--- config.mk ---
export PLATFORM = sky130hd
export DESIGN_NAME = irrigation_sequencer
export DESIGN_NICKNAME = d
export VERILOG_FILES = /design/src/rtl/irrigation_sequencer.sv
export SDC_FILE = /design/constraint.sdc
export NUM_CORES = 1
export LEC_CHECK = 0
export CAP_MARGIN = 20
export CORE_ASPECT_RATIO = 0.5
export CORE_UTILIZATION = 43
export CTS_BUF_LIST = sky130_fd_sc_hd__clkbuf_16
export DETAILED_ROUTE_END_ITERATION = 10
export PLACE_DENSITY = 0.8
export REMOVE_ABC_BUFFERS = 1
export SETUP_SLACK_MARGIN = 0.02
export SLEW_MARGIN = 20
export SYNTH_ARGS = -nofsm -noshare
export SYNTH_HDL_FRONTEND = slang
export SYNTH_SLANG_ARGS = --single-unit
--- constraint.sdc ---
create_clock -name clk -period 5.1 [get_ports clk]
set_input_delay 1.02 -clock clk [delete_from_list [all_inputs] [get_ports clk]]
set_output_delay 1.02 -clock clk [all_outputs]
set_load 0.1 [all_outputs]
--- src/rtl/irrigation_sequencer.sv ---
// Tank-aware irrigation controller: picks sprinkler or drip, refills the tank on low level,
// and latches a fault on inconsistent level sensors or refill timeout. Timers count down in BCD.
module irrigation_sequencer #(
  parameter logic [15:0] SPRINKLE_MMSS = 16'h0300,
  parameter logic [15:0] DRIP_MMSS     = 16'h0500,
  parameter logic [15:0] FILL_MMSS     = 16'h0130
) (
  input  logic        clk,
  input  logic        rst_n,
  input  logic        tick_i,
  input  logic        high_level_indicator_i,
  input  logic        middle_level_indicator_i,
  input  logic        low_level_indicator_i,
  input  logic        soil_humidity_i,
  input  logic        air_humidity_i,
  input  logic        start_i,
  input  logic        ack_i,
  output logic        sprinkler_o,
  output logic        drip_o,
  output logic        inlet_valve_o,
  output logic        alarm_o,
  output logic        error_o,
  output logic [2:0]  state_o,
  output logic [15:0] time_o
);

  typedef enum logic [2:0] {
    StIdle     = 3'd0,
    StCheck    = 3'd1,
    StSprinkle = 3'd2,
    StDrip     = 3'd3,
    StFill     = 3'd4,
    StFault    = 3'd5
  } state_e;

  state_e      state_q, state_d;
  logic [15:0] cnt_q, cnt_d;
  logic        high, middle, low, err, expired;

  assign high    = high_level_indicator_i;
  assign middle  = middle_level_indicator_i;
  assign low     = low_level_indicator_i;
  assign err     = (high & ~middle) | (middle & ~low);
  assign expired = tick_i && (cnt_q == 16'h0000);

  // Only called with a nonzero value, so min_tens never underflows.
  function automatic logic [15:0] bcd_dec(input logic [15:0] v);
    logic [15:0] r;
    r = v;
    if (v[3:0] != 4'd0) begin
      r[3:0] = v[3:0] - 4'd1;
    end else begin
      r[3:0] = 4'd9;
      if (v[7:4] != 4'd0) begin
        r[7:4] = v[7:4] - 4'd1;
      end else begin
        r[7:4] = 4'd5;
        if (v[11:8] != 4'd0) begin
          r[11:8] = v[11:8] - 4'd1;
        end else begin
          r[11:8]  = 4'd9;
          r[15:12] = v[15:12] - 4'd1;
        end
      end
    end
    return r;
  endfunction

  always_ff @(posedge clk) begin
    if (!rst_n) begin
      state_q <= StIdle;
      cnt_q   <= 16'h0000;
    end else begin
      state_q <= state_d;
      cnt_q   <= cnt_d;
    end
  end

  always_comb begin
    state_d = state_q;
    cnt_d   = cnt_q;
    if (state_q > StFault) begin
      state_d = StIdle;
      cnt_d   = 16'h0000;
    end else if (err) begin
      state_d = StFault;
      cnt_d   = 16'h0000;
    // FAULT is sticky: only an acknowledge leaves it, a low tank does not.
    end else if (!low && state_q != StFill && state_q != StFault) begin
      state_d = StFill;
      cnt_d   = FILL_MMSS;
    end else begin
      case (state_q)
        StIdle: begin
          cnt_d = 16'h0000;
          if (start_i || !soil_humidity_i) state_d = StCheck;
        end
        StCheck: begin
          if (middle && !air_humidity_i) begin
            state_d = StSprinkle;
            cnt_d   = SPRINKLE_MMSS;
          end else begin
            state_d = StDrip;
            cnt_d   = DRIP_MMSS;
          end
        end
        StSprinkle: begin
          if (expired) begin
            state_d = StIdle;
          end else if (!middle) begin
            state_d = StDrip;
          end else if (tick_i) begin
            cnt_d = bcd_dec(cnt_q);
          end
        end
        StDrip: begin
          if (expired) state_d = StIdle;
          else if (tick_i) cnt_d = bcd_dec(cnt_q);
        end
        StFill: begin
          if (high) begin
            state_d = StIdle;
            cnt_d   = 16'h0000;
          end else if (expired) begin
            state_d = StFault;
          end else if (tick_i) begin
            cnt_d = bcd_dec(cnt_q);
          end
        end
        StFault: begin
          cnt_d = 16'h0000;
          if (ack_i) state_d = StIdle;
        end
        default: begin
          state_d = StIdle;
          cnt_d   = 16'h0000;
        end
      endcase
    end
  end

  always_comb begin
    sprinkler_o   = (state_q == StSprinkle);
    drip_o        = (state_q == StDrip);
    inlet_valve_o = (state_q == StFill);
    alarm_o       = (state_q == StFault) || !low;
    error_o       = err;
    state_o       = state_q;
    time_o        = cnt_q;
  end

endmodule

# Word level (Yosys, flattened, before mapping)
# Index checks and enable logic that the tools add are counted.
dict set report totals {
  wordCells 82
  in_bits 10
  regBits 19
}
dict set report op_classes {
  n_bitwise 6
  mux 25
  add_sub_neg 4
  eq_ne 21
  n_reduce_logical 21
  magnitude_cmp 1
}
# op count
set ops {}
lappend ops {{16-bit two-way mux} 5}
lappend ops {{16-bit case mux with 4 select lines} 1}
lappend ops {{3-bit two-way mux} 9}
lappend ops {{3-bit case mux with 6 select lines} 1}
lappend ops {{16-bit logical NOT} 1}
lappend ops {{4-bit two-way mux} 4}
lappend ops {{4-bit by 1-bit subtractor with 4-bit output (second input constant)} 4}
lappend ops {{12-bit two-way mux} 1}
lappend ops {{3-bit by 2-bit inequality test with 1-bit output (second input constant)} 4}
lappend ops {{4-bit nonzero test} 3}
lappend ops {{11-bit two-way mux} 1}
lappend ops {{5-bit by 2-bit inequality test with 1-bit output (second input constant)} 2}
lappend ops {{5-bit AND reduction} 2}
lappend ops {{9-bit two-way mux} 1}
lappend ops {{8-bit two-way mux} 1}
lappend ops {{2-bit inequality test (second input constant)} 4}
lappend ops {{4-bit inequality test (second input constant)} 2}
lappend ops {{3-bit by 2-bit == test with 1-bit output (second input constant)} 2}
lappend ops {{3-bit == test (second input constant)} 2}
lappend ops {{3-bit inequality test (second input constant)} 2}
lappend ops {{1-bit logical AND} 4}
lappend ops {{4-bit by 1-bit inequality test with 1-bit output (second input constant)} 1}
lappend ops {{2-bit AND reduction} 2}
lappend ops {{4-bit OR reduction} 1}
lappend ops {{other kinds (12)} 18}

# Longest topological paths before layout
# Gate-level depths: netlist of the first run.
dict set report depth {
  depth_word 9
  ltp_mapped 8
  depth_no_buf 8
}

# Worst setup path before layout of the first run
# OpenSTA, ideal clock, no wires.
dict set report synth_timing {
  path_type {input to output}
  startpoint {input port high_level_indicator_i}
  endpoint {output port error_o}
  t_required_ns 4.080
  stages 2
  arrival_time_ns 2.635
  setup_slack_ns 1.445
  path_buffers 0
  cell_sequence {nor2_1 a21oi_1}
}
dict set report synth_between {
  elab_chain_cells 2
}
# item line
set synth_rtl {}
lappend synth_rtl {{start, declared} 11} ;# input logic high_level_indicator_i,
lappend synth_rtl {{1-bit AND} 43} ;# assign err = (high & ~middle) | (middle & ~low);
lappend synth_rtl {{1-bit OR} 43}
lappend synth_rtl {{end, declared} 22} ;# output logic error_o,
# Every way passes these cells.

# Final worst setup path of the first run
dict set report layout_timing {
  startpoint {input port low_level_indicator_i}
  endpoint {output port alarm_o}
}
dict set report layout_between {
  elab_chain_cells 2
}
# item line
set layout_rtl {}
lappend layout_rtl {{start, declared} 13} ;# input logic low_level_indicator_i,
lappend layout_rtl {{1-bit logical NOT} 146} ;# alarm_o = (state_q == StFault) || !low;
lappend layout_rtl {{1-bit logical OR} 146}
lappend layout_rtl {{end, declared} 21} ;# output logic alarm_o,
# Every way passes these cells.

==> results of run 1 <==
routing by layer:
metal / global-route usage, % / share of wire (%) / up-vias
met2: 36.7 / 43 / 81
met3: 5.04 / 7.7 / 6
li1: - / - / 771
met1: 32.6 / 49 / 757
met4: 4.00 / 0.50 / 0
met5: 0 / 0 / -
power by group through the flow:
stage / Clock, mW / Sequential [mW] / Combinational (mW)
after floorplan: 0 / 0.193 / 0.0895
after global placement: 0 / 0.166 / 0.155
after detailed placement: 0 / 0.166 / 0.158
after CTS: 0.164 / 0.163 / 0.159
after global routing: 0.171 / 0.164 / 0.171
final: 0.162 / 0.163 / 0.161
worst min-delay path by stage:
stage,slack [ns],from,end,cells after the start
after floorplan,0.93,time_o[11]$_SDFFE_PP0P_,time_o[11]$_SDFFE_PP0P_,2
after global placement,0.51,time_o[5]$_SDFFE_PP0P_,time_o[5]$_SDFFE_PP0P_,2
after detailed placement,0.52,time_o[2]$_SDFFE_PP0P_,time_o[2]$_SDFFE_PP0P_,1
after CTS,0.54,time_o[2]$_SDFFE_PP0P_,time_o[2]$_SDFFE_PP0P_,1
after global routing,0.55,time_o[2]$_SDFFE_PP0P_,time_o[2]$_SDFFE_PP0P_,1
final,0.53,time_o[5]$_SDFFE_PP0P_,time_o[5]$_SDFFE_PP0P_,2
through the flow:
stage	utilization, %	cell area [µm²]
after detailed placement	59.1	1880
after floorplan	-	1490
final	61.6	1960
after global placement	59.1	1880
after CTS	61.6	1960
after global routing	61.6	1960
synthesized netlist by cell type, types with 2 or more instances:
library cell,instances
nor2_2,3
buf_4,2
nand2_1,11
o21ai_1,2
o211ai_1,2
inv_1,10
nor3_1,5
nor2_1,21
nor3b_1,2
and4bb_4,2
nor3b_2,3
dfxtp_1,19
nand3b_1,3
o21ai_0,6
a21o_1,2
a31oi_1,4
ha_1,5
a22oi_1,2
clkbuf_1,2
a21oi_1,21
nand2b_1,7
o2111ai_1,2
nand3_1,4
o22ai_1,2
and2_1,3
buf_2,3
nor2b_1,5
xor2_1,2
a211oi_1,2
o21a_1,2
tightest hold or removal path: stages, from the launching register on:
cell	delay, ns
dfxtp_1	0.33
o21ai_0	0.08
a21oi_1	0.07
flip-flops by register name, summed over array words and instances, names as in the netlist:
| register | cells |
|---|---|
| time_o | 16 |
| state_o | 3 |
cell type report:
type                       count  area share [%]
timing repair buffer          34            17.1
clock inverter                 1           0.191
clock buffer                   3            3.82
multi-input combinational    154            54.4
inverter                      11            2.10
sequential                    19            19.4
tap                           48            3.06
cells by family after synthesis:
family / Yosys count / share of synthesized area [%]
adder cells (fa/ha/maj): 5 / 4.10
AO/OA/AOI/OAI: 61 / 27.8
XOR/XNOR: 2 / 1.15
buffers and inverters: 18 / 5.16
multiplexers: 2 / 1.39
AND/OR/NAND/NOR: 84 / 35.5
flip-flops: 19 / 24.9
==> summary.txt, run 1 <==
Status
  • Status: finished, final reports clean

Layout
  • Most common cell after layout, fill and taps aside: clkdlybuf4s50_1
  • Nets: 238
  • Area of the multi-input gates: 1070 µm²
  • # fillers: 301
  • Most frequent cells in the layout: clkdlybuf4s50_1 (32), nor2_1 (21), a21oi_1 (21)
  • # diodes: 0
  • Fraction of layout cells with a size suffix above 1: 11.7%
  • Synth-to-Final Area Change: 28.6%
  • Final Non-Filler Cells: 270
  • Storage element area: 380 µm²

Placed design
  • Dpl cells: 266
  • Place WS: 1.40 ns
  • Dpl hpwl: 3000 µm
  • Final estimated routing congestion in global placement: 0.854
  • PortBufs: 33

STA
  • Worst Skew: 0.00224 ns
  • Final TNS setup: 0 ns
  • RSZ-0062 raised after global routing: false
  • Final Setup Violations: 0
  • Max Clock Freq: 0.270 GHz
  • Tmin final: 3.70 ns
  • Worst Tran Pin Value: 0.995 ns
  • PnR worst setup slack: 1.40 ns
  • Tcrit/Tclk final: 72.6%
  • Worst hold slack: 0.532 ns
  • Slew Limit Fails: 0
  • Final hold violation count: 0
  • Max-slew headroom: 33.5%

Route
  • Routed WL per cell: 15.5 µm
  • Final wirelength: 4190 µm
  • Starting DRT DRC Count: 143
  • Router iterations before antenna repair: 5
  • Via-per-instance ratio: 5.98
  • Routed vias: 1615
  • Routed Antenna Nets: 0
  • Detailed-route DRC error count: 0

Clocking
  • Hold buffers post-CTS: 0
  • Worst-Skew Late Latency: 0.25 ns
  • CTS max path bufs: 2
  • Clock Pin Slew Worst Setup and Hold Paths: 0.06 ns
  • Total number of clock tree sinks: 19
  • Post-cts gate resize count: 0
  • Post-CTS setup buffers: 0
  • Num CTS Buffers: 3
  • Clk root buf: clkbuf_16
  • CTS tree: done
  • H-tree depth: 1

Pwr
  • Total power: 0.486 mW
  • Clock power share: 33.4%
  • Switching power share of the total: 36.4%
  • Pwr dens: 248 nW/µm²
  • Int Power: 0.309 mW
  • Register share of total power: 33.5%
  • Logic gate share of total power: 33.1%
  • Sw power: 0.177 mW
  • Worst vdd ir: 0.164 mV
  • Lkg Pwr: 0.717 nW

Worst setup path
  • Crit path launch type: input pin
  • Element type at the critical path end: output port
  • Worst Path Max Fanout: 4
  • Setup crit end: alarm_o
  • Crit path max-delay family: buffers and inverters
  • Crit Path Category: in -> out
  • CP startpoint: low_level_indicator_i
  • Worst EP arrival: 2.68 ns
  • CP Cell Sequence: clkdlybuf4s50_1 -> nand2_1 -> clkdlybuf4s50_1
  • Worst r2r src: time_o[8]$_SDFFE_PP0P_
  • R2R cell count: 8
  • CP required: 4.08 ns
  • Crit path buf inv count: 2
  • R2R Setup Slk: 2.63 ns
  • Worst path depth: 3
  • Most common cell on crit path: clkdlybuf4s50_1
  • Worst reg2reg path endpoint: time_o[9]$_SDFFE_PP0P_
  • CP max-delay cell: clkdlybuf4s50_1
  • Worst path max stage delay: 1.12 ns

GRT
  • First-pass GRT wire length: 6780 µm
  • Initial antenna violation count: 0
  • GRT Total Usage: 23.0%
  • Number of global-route vias before repair: 1391
  • Total gr overflow: 0
  • Largest net degree at the start of global routing: 16

Synthesis
  • Synth top area cells: dfxtp_1 (25%), a21oi_1 (6.9%), nor2_1 (5.2%)
  • Top FF cell, synth: dfxtp_1
  • Synth warn: 0
  • Synth unique cells: 62
  • Number of synthesized flops with an enable pin: 0
  • Syn Std Cell Area: 1530 µm²
  • Synth top area share: 24.9%
  • Yosys top cell by area: dfxtp_1
  • Sequential fraction of the synthesis area: 24.9%
  • Syn_area_per_cell: 7.99 µm²
  • Ys async rst share: 0%
  • FF+latch count, synth: 19
  • Syn Inst Count: 191

Floorplan
  • Die Wd: 86.3 µm
  • Ports: 34
  • Core Area: 3190 µm²
  • Total die area: 3810 µm²
  • Die Y: 44.1 µm
  • Starting density of the core: 47.9%
  • FP Rows: 14

Min path
  • Worst Hold Class: reg -> reg

Job
  • Maxcap violations: 0
No activity file was read; power rests on OpenSTA's default activity.
==> inputs of run 2 (changes only) <==
- PLACE_DENSITY: 0.8 -> 0.83
- clock period: 5.1 -> 3.3 ns (I/O delays scaled with it)
==> summary.txt, run 2 (synthesized netlist as in run 1, its figures left out) <==
STA
  • Tcrit/Tclk final: 81.0%
  • Final hold violation count: 0 (unchanged)
  • Max Clock Freq: 0.374 GHz
  • Worst Tran Pin Value: 0.623 ns (-0.372 ns)
  • RSZ-0062 raised after global routing: false
  • Final TNS setup: 0 ns (unchanged)
  • Slew Limit Fails: 0 (unchanged)
  • Final Setup Violations: 0 (unchanged)
  • Max-slew headroom: 58.3% (+25 points)
  • Worst Skew: 0.00184 ns (-0.000401 ns)
  • Tmin final: 2.67 ns

Layout
  • Synth-to-Final Area Change: 26.1%
  • Most common cell after layout, fill and taps aside: buf_4
  • Fraction of layout cells with a size suffix above 1: 22.4% (+11 points)
  • Area of the multi-input gates: 1070 µm² (unchanged)
  • # diodes: 0 (unchanged)
  • Nets: 239 (+0.42%)
  • Most frequent cells in the layout: buf_4 (25), nor2_1 (21), a21oi_1 (21)
  • Max reg flops: 16 (unchanged)
  • # fillers: 274 (-9.0%)
  • Design Area, Final: 1930 µm² (-1.9%)
  • Storage element area: 380 µm² (unchanged)

Worst setup path
  • Worst EP arrival: 2.85 ns (+0.17 ns)
  • Worst path max stage delay: 0.75 ns (-0.37 ns)
  • R2R cell count: 8 (unchanged)
  • Crit Path Category: in -> reg
  • Crit path buf inv count: 2 (unchanged)
  • Element type at the critical path end: flip-flop
  • Most common cell on crit path: a21oi_1
  • Worst Path Max Fanout: 12 (+8)
  • Crit path launch type: input pin
  • Crit path max-delay family: buffers and inverters
  • CP Cell Sequence: clkdlybuf4s50_1 -> and4bb_4 -> a41oi_2 -> nor2_1 -> buf_4 -> a21oi_1 -> a21oi_1
  • CP required: 3.48 ns (-0.60 ns)
  • CP max-delay cell: clkdlybuf4s50_1
  • Worst path depth: 7 (+4)

Placed design
  • PortBufs: 33 (unchanged)
  • Final estimated routing congestion in global placement: 0.883 (+3.4%)
  • Dpl hpwl: 3040 µm (+1.3%)
  • Placed cell areas: 1850 µm² (-2.0%)

Pwr
  • Logic gate share of total power: 33.3% (+0.2 points)
  • Pwr dens: 391 nW/µm² (+58%)
  • Switching power share of the total: 36.7% (+0.28 points)
  • Lkg Pwr: 0.770 nW (+7.4%)
  • Register share of total power: 33.5% (about the same)
  • Sw power: 0.276 mW (+56%)
  • Clock power share: 33.3% (about the same)
  • Worst vdd ir: 0.260 mV (+59%)
  • Int Power: 0.477 mW (+54%)

Floorplan
  • Core Area: 3190 µm² (unchanged)
  • Die Y: 44.1 µm (unchanged)
  • Die Wd: 86.3 µm (unchanged)
  • Ports: 34 (unchanged)
  • Starting density of the core: 47.9% (unchanged)
  • Total die area: 3810 µm² (unchanged)
  • FP Rows: 14 (unchanged)

Clocking
  • CTS tree: done
  • Num CTS Buffers: 3 (unchanged)
  • Post-cts gate resize count: 0 (unchanged)
  • H-tree depth: 1 (unchanged)
  • Hold buffers post-CTS: 0 (unchanged)
  • Post-CTS setup buffers: 0 (unchanged)
  • Worst-Skew Late Latency: 0.25 ns (about the same)
  • Total number of clock tree sinks: 19 (unchanged)
  • CTS max path bufs: 2 (unchanged)
  • Clock Pin Slew Worst Setup and Hold Paths: 0.06 ns (about the same)
  • Clk root buf: clkbuf_16

Status
  • Status: finished, final reports clean

Route
  • Routed WL per cell: 15.6 µm (+0.32%)
  • Detailed-route DRC error count: 0 (unchanged)
  • Routed vias: 1659 (+2.7%)
  • Final wirelength: 4220 µm (+0.69%)
  • Starting DRT DRC Count: 236 (+65%)
  • Router iterations before antenna repair: 7 (+2)
  • Routed Antenna Nets: 0 (unchanged)
  • Via-per-instance ratio: 6.12 (+2.3%)

GRT
  • GRT Total Usage: 23.4% (+0.43 points)
  • Initial antenna violation count: 0 (unchanged)
  • Total gr overflow: 0 (unchanged)
  • Largest net degree at the start of global routing: 16 (unchanged)
  • First-pass GRT wire length: 6840 µm (+0.92%)
  • Number of global-route vias before repair: 1459 (+4.9%)

Min path
  • Cells on Worst Hold Path: 2 (unchanged)
  • Worst Hold Class: reg -> reg

Job
  • Maxcap violations: 0 (unchanged)
## run 2: changes by cell type in the layout (fill, tap and decap cells not counted), sizes merged
cell	before	now
buf	2	26
clkdlybuf4s50	32	9
## run 2: stage by stage
step                      worst slack (ns)  hold slack [ns]  utilization (%)  power [mW]  std cells
after floorplan                     0.0437            0.834                -       0.436        184
after global placement               0.514            0.519             57.9       0.497        267
after detailed placement             0.463            0.525             57.9       0.500        267
after CTS                            0.720            0.532             60.4       0.750        271
after global routing                 0.599            0.572             60.4       0.784        271
final                                0.625            0.540             60.4       0.753        271
## run 2: routing by layer
metal / track usage, % / vias up / part of all wire (%)
met5: 0 / - / 0
met4: 8.67 / 0 / 2.3
met3: 5.97 / 16 / 9.4
met2: 36.5 / 96 / 43
met1: 31.7 / 767 / 45
li1: - / 780 / -
## run 2: path summary, 6_finish.rpt
check,startpoint,endpoint,slack (ns)
worst min register to register,time_o[11]$_SDFFE_PP0P_,time_o[11]$_SDFFE_PP0P_,0.54
worst max register to register,time_o[8]$_SDFFE_PP0P_,time_o[8]$_SDFFE_PP0P_,0.90
worst max-delay path,tick_i,time_o[8]$_SDFFE_PP0P_,0.63
worst min-delay path,time_o[11]$_SDFFE_PP0P_,time_o[11]$_SDFFE_PP0P_,0.54
## run 2: area by class of cell
class	count	area share, %
Multi-Input combinational cell	154	55.4
Sequential cell	19	19.8
Timing Repair Buffer	35	15.5
Clock buffer	3	3.90
Tap cell	48	3.12
Inverter	11	2.14
Clock inverter	1	0.195
## run 2: power by group through the flow
| stage | logic (mW) | registers (mW) | clock network [mW] |
|---|---|---|---|
| detailed placement | 0.243 | 0.257 | 0 |
| CTS | 0.246 | 0.252 | 0.252 |
| finish | 0.251 | 0.252 | 0.251 |
| global placement | 0.241 | 0.256 | 0 |
| floorplan | 0.138 | 0.298 | 0 |
| global route | 0.263 | 0.254 | 0.267 |
## run 2: worst reg2reg max path: cells and delay by family, from the launching register on
kind | cells | cell delay [ns]
AO/OA/AOI/OAI | 3 | 0.46
AND/OR/NAND/NOR | 2 | 0.99
flip-flops | 1 | 0.36
adder cells (fa/ha/maj) | 1 | 0.18
buffers and inverters | 2 | 0.34
